<file path="src/rtl/karatsuba_pp_gen.sv">
// Sequential Karatsuba partial-product generator: three half-width products on one
// shared radix-2 shift-add multiplier, presented as three aligned addends g1+g2+g3 = a*b.
module karatsuba_pp_gen #(
    parameter int W = 32
) (
    input  logic           clk,
    input  logic           rst,
    input  logic           in_valid,
    output logic           in_ready,
    input  logic [W-1:0]   a,
    input  logic [W-1:0]   b,
    output logic           out_valid,
    input  logic           out_ready,
    output logic [2*W-1:0] g1,
    output logic [2*W-1:0] g2,
    output logic [2*W-1:0] g3,
    output logic           busy
);

    localparam int H  = W / 2;
    localparam int CW = $clog2(H + 2);
    localparam int AW = 2 * H + 2;

    typedef enum logic [2:0] {
        IDLE,
        MUL_HH,
        MUL_LL,
        MUL_SS,
        COMBINE,
        DONE
    } state_t;

    state_t         state_q, state_d;
    logic [W-1:0]   a_q, a_d, b_q, b_d;
    logic [AW-1:0]  mcand_q, mcand_d;
    logic [H:0]     mplr_q, mplr_d;
    logic [AW-1:0]  acc_q, acc_d;
    logic [CW-1:0]  cnt_q, cnt_d;
    logic [2*H-1:0] pp1_q, pp1_d, pp2_q, pp2_d;
    logic [2*W-1:0] g1_q, g1_d, g2_q, g2_d, g3_q, g3_d;
    logic           out_valid_q, out_valid_d;
    logic           busy_q, busy_d;

    logic [H:0]     sa, sb;
    logic [AW-1:0]  acc_step;
    logic [AW-1:0]  mid;
    logic           last_step;

    assign sa = {1'b0, a_q[W-1:H]} + {1'b0, a_q[H-1:0]};
    assign sb = {1'b0, b_q[W-1:H]} + {1'b0, b_q[H-1:0]};

    always_comb begin
        state_d     = state_q;
        a_d         = a_q;
        b_d         = b_q;
        mcand_d     = mcand_q;
        mplr_d      = mplr_q;
        acc_d       = acc_q;
        cnt_d       = cnt_q;
        pp1_d       = pp1_q;
        pp2_d       = pp2_q;
        g1_d        = g1_q;
        g2_d        = g2_q;
        g3_d        = g3_q;
        acc_step    = acc_q + (mplr_q[0] ? mcand_q : '0);
        last_step   = (cnt_q == CW'(H));
        // pp3 sits in the accumulator once MUL_SS completes; mid is never negative
        mid         = acc_q - {2'b00, pp1_q} - {2'b00, pp2_q};

        case (state_q)
            IDLE: begin
                if (in_valid) begin
                    a_d     = a;
                    b_d     = b;
                    mcand_d = {{(H + 2){1'b0}}, a[W-1:H]};
                    mplr_d  = {1'b0, b[W-1:H]};
                    acc_d   = '0;
                    cnt_d   = '0;
                    state_d = MUL_HH;
                end
            end
            MUL_HH, MUL_LL, MUL_SS: begin
                acc_d   = acc_step;
                mcand_d = mcand_q << 1;
                mplr_d  = mplr_q >> 1;
                cnt_d   = cnt_q + CW'(1);
                if (last_step) begin
                    cnt_d = '0;
                    if (state_q == MUL_HH) begin
                        pp1_d   = acc_step[2*H-1:0];
                        acc_d   = '0;
                        mcand_d = {{(H + 2){1'b0}}, a_q[H-1:0]};
                        mplr_d  = {1'b0, b_q[H-1:0]};
                        state_d = MUL_LL;
                    end else if (state_q == MUL_LL) begin
                        pp2_d   = acc_step[2*H-1:0];
                        acc_d   = '0;
                        mcand_d = {{(H + 1){1'b0}}, sa};
                        mplr_d  = sb;
                        state_d = MUL_SS;
                    end else begin
                        state_d = COMBINE;
                    end
                end
            end
            COMBINE: begin
                g1_d    = {pp1_q, {W{1'b0}}};
                g2_d    = {{(2 * W - AW){1'b0}}, mid} << H;
                g3_d    = {{W{1'b0}}, pp2_q};
                state_d = DONE;
            end
            DONE: begin
                if (out_ready) state_d = IDLE;
            end
            default: state_d = IDLE;
        endcase

        out_valid_d = (state_d == DONE);
        busy_d      = (state_d != IDLE) && (state_d != DONE);
    end

    always_ff @(posedge clk or posedge rst) begin
        if (rst) begin
            state_q     <= IDLE;
            a_q         <= '0;
            b_q         <= '0;
            mcand_q     <= '0;
            mplr_q      <= '0;
            acc_q       <= '0;
            cnt_q       <= '0;
            pp1_q       <= '0;
            pp2_q       <= '0;
            g1_q        <= '0;
            g2_q        <= '0;
            g3_q        <= '0;
            out_valid_q <= 1'b0;
            busy_q      <= 1'b0;
        end else begin
            state_q     <= state_d;
            a_q         <= a_d;
            b_q         <= b_d;
            mcand_q     <= mcand_d;
            mplr_q      <= mplr_d;
            acc_q       <= acc_d;
            cnt_q       <= cnt_d;
            pp1_q       <= pp1_d;
            pp2_q       <= pp2_d;
            g1_q        <= g1_d;
            g2_q        <= g2_d;
            g3_q        <= g3_d;
            out_valid_q <= out_valid_d;
            busy_q      <= busy_d;
        end
    end

    assign in_ready  = (state_q == IDLE) && !rst;
    assign out_valid = out_valid_q;
    assign busy      = busy_q;
    assign g1        = g1_q;
    assign g2        = g2_q;
    assign g3        = g3_q;

endmodule
</file>
<file path="config.mk">
export PLATFORM = sky130hd
export DESIGN_NAME = karatsuba_pp_gen
export DESIGN_NICKNAME = d
export VERILOG_FILES = /design/src/rtl/karatsuba_pp_gen.sv
export SDC_FILE = /design/constraint.sdc
export NUM_CORES = 1
export LEC_CHECK = 0
export ABC_AREA = 1
export CAP_MARGIN = 20
export CORE_MARGIN = 3
export CORE_UTILIZATION = 60
export DETAILED_ROUTE_END_ITERATION = 8
export PLACE_DENSITY_LB_ADDON = 0.1
export RECOVER_POWER = 25
export SYNTH_ARGS = -nofsm -noshare
export SYNTH_HDL_FRONTEND = slang
export SYNTH_SLANG_ARGS = --single-unit
</file>
<file path="constraint.sdc">
create_clock -name clk -period 27.3 [get_ports clk]
set_input_delay 8.19 -clock clk [delete_from_list [all_inputs] [get_ports clk]]
set_output_delay 8.19 -clock clk [all_outputs]
set_load 0.005 [all_outputs]
</file>
==> out/results.ini <==
[floorplanning]
num_io_pins = 263
num_rows = 67
die_h_um = 192.2
core_area_um2 = 33870
die_w_um = 192.2
dieArea_um2 = 36950
initial_utilization = 0.6144

[worst_setup_path]
crit_path_cell_trace = dlygate4sd3_1, nor4_1, clkdlybuf4s50_1
cp_top_family = buffers and inverters
cp-start-kind = input pin
cp_max_fo = 2
slowest_stage = dlygate4sd3_1
critPathKind = input pin to primary output
critical_path_buf_inv_count = 2
required_ns = 19.11
cp_slowest_stage_delay_ns = 0.57
endpoint_kind = primary output
cp.arrival_ns = 9.49

[timing]
relSlewSlack = -2.883
skew_ns = 0.01308
fin_crit_ns = 17.68
report.final.setup_viol = 0
max_freq_ghz = 0.05657
max_slew.worst_pin.slew_ns = 5.793
slew_viol_final = 458
tns_ns = 0
post-route-period-util = 0.6475
finalHoldViolations = 0
rsz0062_at_grt = no

[place]
port_buffers = 168
postPlaceCellArea_um2 = 22420
place_hpwl_um = 44200
gp_congestion = 0.9959

[synthesis]
synth-seq-cells = 321
synth_area_um2 = 20810
synth-seq-area-share = 0.3860
yosysWarnings = 0
async_reset_ff_frac = 1.000
synth_flop_cell = dfrtp_1
synth_cells = 2871
synth.distinct_cells = 52
synth_edf_count = 0
syn_avg_cell_area_um2 = 7.247

[layout]
final_nets = 3213
final_layout_size_suffix_gt1_frac = 0.02771
post-route-cell-area_um2 = 23470
final_cell_mix = nand2_1, inv_1, dfrtp_1
n_antenna_cell = 0
final_common_cell = nand2_1
syn2layout_area_growth_pct = 12.80

[route]
dr.pass1.iters = 5
wirelength_um = 59020
viasPerCell = 5.487
drt_iter0_drc = 1528
ant_nets = 0
dr_total_vias = 19090
drc = 0
routedWlPerCell_um = 16.96

[outcome]
failed_checks = capacitance limit, slew limit
status = complete, but fails checks

[pwr]
ir_worst_vdd_uv = 98.29
p_leak_nw = 12.48
powerDensity_nw_per_um2 = 139.6

[global_route]
overflow = 0
antenna_found_initial = 0
grt_pass1_vias = 18540
grt_usage = 0.3213
grt_first_pass_wirelength_um = 94580
grt_start_max_net_pins = 194

[cts]
cts-resized-gates = 0
root_buffer = clkbuf_16
insertion_delay_ns = 0.55
clock_sinks = 321
cts_buffers = 35
htreeDepth = 2
cts.hold.buffers_added = 0
cts_buffer_depth = 3
cts_tree = built
clkTransAtPathRegs_ns = 0.05
post_cts_buffers = 0

[job]
drv_cap = 7

[min_path]
hp-class = register to register

## power by group
| group | switching (W) | internal, W | leakage (nW) |
|---|---|---|---|
| Combinational | 0.00133 | 0.000705 | 7.72 |
| Clock | 0.000196 | 0.000277 | 0.539 |
| Sequential | 0.000129 | 0.000638 | 4.22 |
## per-layer routing
metal  global-route usage  wire length [um]  vias up
met3              0.04636              3803      123
li1                     -                 -     9175
met2               0.5398             28180      755
met5                    0                 0        -
met4               0.1149              1987        0
met1               0.4257             25050     9037
## state kept, by name, indices dropped and copies added, names as in the netlist, 32 cells and up
register  cells
g1           32
mcand_q      34
acc_q        34
pp2_q        32
pp1_q        32
b_q          32
g3           32
g2           34
a_q          32
## kinds of logic after synthesis
family,synth area share
AND/OR/NAND/NOR,0.2895
buffers and inverters,0.1158
flip-flops,0.3860
other,0.0001802
AO/OA/AOI/OAI,0.1017
adder cells (fa/ha/maj),0.09501
XOR/XNOR,0.01179
## path summary, 6_finish.rpt
kind / from / to / slack (ns) / depth (start not counted)
max in group asynchronous: rst / pp1_q[31] / 14.80 / 2
worst min-delay path: mplr_q[9] / mplr_q[9] / 0.48 / 2
worst max-delay path: rst / in_ready / 9.62 / 3
worst min register to register: mplr_q[9] / mplr_q[9] / 0.48 / 2
min in group asynchronous: rst / out_valid / 9.95 / 2
worst max register to register: cnt_q[0] / mcand_q[1] / 19.37 / 10
## through the flow
stage	power, W	instances	util	hold WS (ns)	setup WS [ns]
global route	0.003588	3479	0.6930	0.4932	9.581
CTS	0.003251	3479	0.6951	0.4824	9.639
finish	0.003277	3479	0.6930	0.4813	9.622
global placement	0.002712	3419	0.6620	0.4630	9.650
floorplan	0.002184	2964	-	0.4491	10.23
detailed placement	0.002761	3419	0.6620	0.4664	9.663
## cell usage after synthesis (3+ instances only)
| master | count | area share |
|---|---|---|
| nand3_1 | 197 | 0.047 |
| buf_6 | 3 | 0.0016 |
| a221oi_2 | 5 | 0.0036 |
| inv_4 | 3 | 0.00090 |
| inv_1 | 343 | 0.062 |
| nand4_1 | 14 | 0.0042 |
| dfrtp_1 | 321 | 0.39 |
| o211ai_1 | 7 | 0.0025 |
| inv_2 | 6 | 0.0011 |
| fa_1 | 35 | 0.034 |
| o21bai_1 | 11 | 0.0040 |
| xor2_1 | 12 | 0.0051 |
| or2_2 | 5 | 0.0015 |
| nor3_1 | 18 | 0.0043 |
| ha_1 | 102 | 0.061 |
| nor2_1 | 144 | 0.026 |
| nand2_1 | 1073 | 0.19 |
| o21ai_0 | 201 | 0.048 |
| a22o_1 | 4 | 0.0017 |
| o21a_1 | 4 | 0.0014 |
| nand2_2 | 3 | 0.00090 |
| xnor2_1 | 16 | 0.0067 |
| clkbuf_1 | 25 | 0.0045 |
| nand3b_1 | 9 | 0.0032 |
| o22ai_1 | 18 | 0.0054 |
| a21oi_1 | 110 | 0.026 |
| a21o_1 | 9 | 0.0032 |
| buf_4 | 97 | 0.035 |
| and2_1 | 3 | 0.00090 |
| buf_2 | 43 | 0.010 |
## final cells by class
| class | count | area [um^2] |
|---|---|---|
| Clock buffer | 48 | 964.7 |
| Timing Repair Buffer | 177 | 1750 |
| Fill cell | 2917 | 10400 |
| Multi-Input combinational cell | 2121 | 10680 |
| Clock inverter | 12 | 153.9 |
| Inverter | 352 | 1329 |
| Tap cell | 448 | 560.5 |
| Sequential cell | 321 | 8033 |
## worst min-delay path, cell delays in order (launching register included)
cell     delay, ns
dfrtp_1       0.34
nand2_1       0.05
nand2_1       0.05
(Power assumes the default switching activity.)
==> RTL edit 1 (same settings) <==
Compare `cnt_q` against `CW'(H)` with >= in place of ==.
--- a/src/rtl/karatsuba_pp_gen.sv
+++ b/src/rtl/karatsuba_pp_gen.sv
@@ -63,7 +63,7 @@
         g2_d        = g2_q;
         g3_d        = g3_q;
         acc_step    = acc_q + (mplr_q[0] ? mcand_q : '0);
-        last_step   = (cnt_q == CW'(H));
+        last_step   = (cnt_q >= CW'(H));
         // pp3 sits in the accumulator once MUL_SS completes; mid is never negative
         mid         = acc_q - {2'b00, pp1_q} - {2'b00, pp2_q};
 
Function: same outputs for any inputs over 10 cycles, from zero or initial values and one cycle with rst high; that may be too few to reach the edited logic, so the function may still have changed.
==> RTL edit 1 against the unedited design <==
The flow still finishes with violations (capacitance limit, slew limit); first-iteration DRC count down 4.8%; worst setup slack gained 0.11 ns; final area fell by 0.81%; wire length decreased by 2.5%; sequential cell count did not move; area after synthesis down 1.7%; largest cell class unchanged; global-route usage fell by 0.58 points; total power is 3.5% lower.
==> RTL edit 1: results (changes against the unedited design) <==
| Metric | Value |
|---|---|
| Status | finished with violations |
| Violated checks | capacitance limit, slew limit |
| Hold endpoint | g1[33] |
| Port Buffer Count | 168 (unchanged) |
| Post-CTS Setup Inserts | 0 (unchanged) |
| Signal arrival time at the worst endpoint | 9.37 ns (-0.12 ns) |
| Register-to-register setup slack | 16.88 ns (-2.49 ns) |
| GR Layer Usage met1 | 42.7% (+0.16 points) |
| R2R Path Start | state_q[0] |
| Worst R2R Path Depth | 11 (+1) |
| Synth unique cells | 49 (-5.8%) |
| Mux cell area share after synthesis | 0% (unchanged) |
| XOR/XNOR share of the synthesized area | 1.41% (+0.23 points) |
| GR Layer Usage met3 | 3.81% (-0.83 points) |
| Final WL | 57,500 microns (-2.5%) |
| Max-cap viol count | 6 (-1) |
| Max layer used | met4 |
| PostCTS Resize Cnt | 0 (unchanged) |
| Largest net degree at the start of global routing | 173 (-11%) |
| RR Endpoint | mcand_q[4] |
| Peak VDD IR | 0.0973 mV (-1.0%) |
| Leakage | 11.7 nW (-5.9%) |
| Vias in the first global route | 17,846 (-3.7%) |
| Drt pass-1 iters | 6 (+1) |
| Post-DP Area | 22,100 sq um (-1.6%) |
| Hold Path Stages | 2 (unchanged) |
| Largest cells by area after synthesis | dfrtp_1 (39%), nand2_1 (15%), ha_1 (6.2%), inv_1 (6.0%), o21ai_0 (5.5%) |
| Layout cells sized above 1 | 3.33% (+0.56 points) |
| M1 WL | 24,700 microns (-1.4%) |
| Register area share after synthesis | 39.3% (+0.68 points) |
| Initial antenna violation count | 0 (unchanged) |
| DRT iter0 DRCs | 1,455 (-4.8%) |
| Min-delay src | g1[33] |
| Dpl hpwl | 43,000 microns (-2.8%) |
| Detailed-route vias per instance | 5.57 (+1.4%) |
| Met2 usage | 53.4% (-0.58 points) |
| Hold WS | 0.466 ns (-0.0154 ns) |
| Syn Inst Count | 2,718 (-5.3%) |
| Met2 routed WL | 27,500 microns (-2.4%) |
| RePlAce Congestion | 0.952 (-4.4%) |
| Post-synth top cells | nand2_1 (809), inv_1 (325), dfrtp_1 (321) |
| Post-Synth Adder-Cell Area | 9.67% (+0.17 points) |
| GRT Total Usage | 31.5% (-0.58 points) |
| Slew @ Worst Pin | 4.45 ns (-1.35 ns) |
| Met3 wire length | 3590 microns (-5.6%) |
| Num CTS Buffers | 37 (+5.7%) |
| Final nets | 3,060 (-4.8%) |
| Synth Area in Compound Gates | 12.9% (+2.7 points) |
| Clock Skews | 0.0152 ns (+0.00210 ns) |
| First-pass GRT wire length | 91,800 microns (-3.0%) |
| Max-slew violations | 340 (-26%) |
| Cell Count, Final, Fillers Out | 3,323 (-4.5%) |
| Placement Setup Slack | 9.76 ns (+0.0937 ns) |
-- RTL edit 1: critical path: stages --
cell and delay, ns:
dlygate4sd3_1 0.57, nor2_1 0.11, clkdlybuf4s50_1 0.50
-- RTL edit 1: cell type report --
type / count / area, sq um
multi-input cells: 1985 / 10400
clock buffers: 51 / 1090
well taps: 442 / 553
inverters: 331 / 1250
repair buffers: 179 / 1780
fillers: 2761 / 9750
flip-flops and latches: 321 / 8030
clock inverters: 14 / 181
-- RTL edit 1: worst max path at each step --
stage	startpoint	end	slack, ns	depth (start not counted)
finish	rst	in_ready	9.74	3
global route	rst	in_ready	9.67	3
CTS	rst	in_ready	9.74	3
detailed placement	rst	in_ready	9.76	3
global placement	rst	in_ready	9.75	3
floorplan	rst	a_q[0]	10.23	1
-- RTL edit 1: where the power goes --
| part | switching (mW) | internal, mW |
|---|---|---|
| sequential | 0.134 | 0.652 |
| clock | 0.201 | 0.318 |
| combinational | 1.18 | 0.676 |
==> RTL edit 2 (config.mk and constraints unchanged) <==
Without the edit above. The parameter `W` goes from 32 to 16.
--- a/src/rtl/karatsuba_pp_gen.sv
+++ b/src/rtl/karatsuba_pp_gen.sv
@@ -1,7 +1,7 @@
 // Sequential Karatsuba partial-product generator: three half-width products on one
 // shared radix-2 shift-add multiplier, presented as three aligned addends g1+g2+g3 = a*b.
 module karatsuba_pp_gen #(
-    parameter int W = 32
+    parameter int W = 16
 ) (
     input  logic           clk,
     input  logic           rst,
Ports: changed (5 resized); port bits go from 263 to 135. No check against the original RTL was run, so the function may have changed too.
==> RTL edit 2 against the unedited design <==
The run still ends with capacitance limit, slew limit left; area after synthesis is 51% lower; worst setup slack hardly changed; final area is 50% lower; largest power group unchanged; sequential cell count is 153 lower; first-iteration DRC count is 63% lower; total power is 55% lower; wire length is 59% lower; die area is 49% lower; critical endpoint unchanged.
==> RTL edit 2: results (changes against the unedited design) <==
| Metric | Value |
|---|---|
| Vias in the first global route | 8,390 (-55%) |
| Cells after DPL | 1,617 (-53%) |
| Worst skew pair latency | 0.44 ns (-0.11 ns) |
| Post-synth top cells | nand2_1 (403), inv_1 (179), dfrtp_1 (168) |
| Max-cap viol count | 2 (-5) |
| Status | finished with violations |
| Slew @ Worst Pin | 3.87 ns (-1.92 ns) |
| DRT iter0 DRCs | 572 (-63%) |
| H-tree lvl count | 4 (+2) |
| Post-Synth Adder-Cell Area | 10.0% (+0.54 points) |
| Max-slew violations | 176 (-62%) |
| Detailed-route vias per instance | 5.31 (-3.2%) |
| Ys flop type | dfrtp_1 |
| Fillers | 1,422 (-51%) |
| First-pass GRT wire length | 40,400 microns (-57%) |
| Violated checks | capacitance limit, slew limit |
| Dpl hpwl | 17,700 microns (-60%) |
| Largest cells by area after synthesis | dfrtp_1 (41%), nand2_1 (15%), inv_1 (6.5%), ha_1 (6.3%), nand3_1 (4.6%) |
| Signal arrival time at the worst endpoint | 9.49 ns (about the same) |
| Cell Count, Final, Fillers Out | 1,650 (-53%) |
| Clock Skews | 0.00924 ns (-0.00385 ns) |
| Register area share after synthesis | 40.9% (+2.3 points) |
| Synth Area in Compound Gates | 10.3% (+0.14 points) |
| Clk buf depth | 2 (-1) |
| Synth unique cells | 37 (-29%) |
| Yosys warns | 0 (unchanged) |
| Leakage | 6.10 nW (-51%) |
| Port Buffer Count | 88 (-48%) |
| Syn_area_per_cell | 7.65 sq um (+5.5%) |
| RePlAce Congestion | 0.970 (-2.6%) |
| Num CTS Buffers | 17 (-51%) |
| Peak VDD IR | 0.0727 mV (-26%) |
| XOR/XNOR share of the synthesized area | 1.71% (+0.53 points) |
| Layout cells sized above 1 | 3.50% (+0.73 points) |
| DR WL/cell | 14.8 microns (-13%) |
| GRT Total Usage | 27.1% (-5.0 points) |
| Final nets | 1,524 (-53%) |
| Reg clk slew, reported paths | 0.07 ns (+0.02 ns) |
| Mux cell area share after synthesis | 0% (unchanged) |
| Largest net degree at the start of global routing | 88 (-55%) |
## RTL edit 2: where the power goes
part           internal, mW  total [mW]  switching [mW]
clock network         0.142       0.251           0.109
logic                 0.314       0.829           0.515
registers             0.332       0.400          0.0688
## RTL edit 2: per-stage QoR
stage	power [mW]	hold WS [ns]	setup WS, ns	instance area [sq um]
floorplan	1.00	0.449	10.70	10400
global placement	1.19	0.463	9.68	11100
detailed placement	1.21	0.465	9.68	11100
CTS	1.47	0.485	9.66	11700
global route	1.62	0.494	9.58	11700
finish	1.48	0.480	9.62	11700
## RTL edit 2: routing by layer
layer,global-route usage [%],vias to the layer above,routed length (microns)
met3,4.19,37,1320
met4,8.09,0,497
met2,46.3,290,11800
met5,0,-,0
met1,36.1,4106,10800
li1,-,4333,-
## RTL edit 2: logic make-up after synthesis
group | after synthesis
fa+ha+maj | 71
buf+inv | 271
xor+xnor | 20
other cells | 1
simple gates | 611
flops | 168
compound gates | 201
## RTL edit 2: layout make-up
type	count	area share, %
repair buffers	94	8.01
inverters	187	6.00
well taps	220	2.35
flip-flops and latches	168	35.9
multi-input cells	949	42.5
clock inverters	13	1.37
clock buffers	19	3.87
## RTL edit 2: final timing paths
kind | start | to | slack, ns | cells after the start
min in group asynchronous | rst | a_q[13] | 9.39 | 2
worst max-delay path | rst | in_ready | 9.62 | 3
worst min-delay path | g2[25] | g2[25] | 0.48 | 2
worst min register to register | g2[25] | g2[25] | 0.48 | 2
max in group asynchronous | rst | mcand_q[5] | 16.09 | 4
worst max register to register | state_q[0] | g2[21] | 22.76 | 6
## RTL edit 2: worst max-delay path, cell delays in order
cell and delay [ns]:
dlygate4sd3_1 0.56, nor4_1 0.18, clkdlybuf4s50_1 0.55
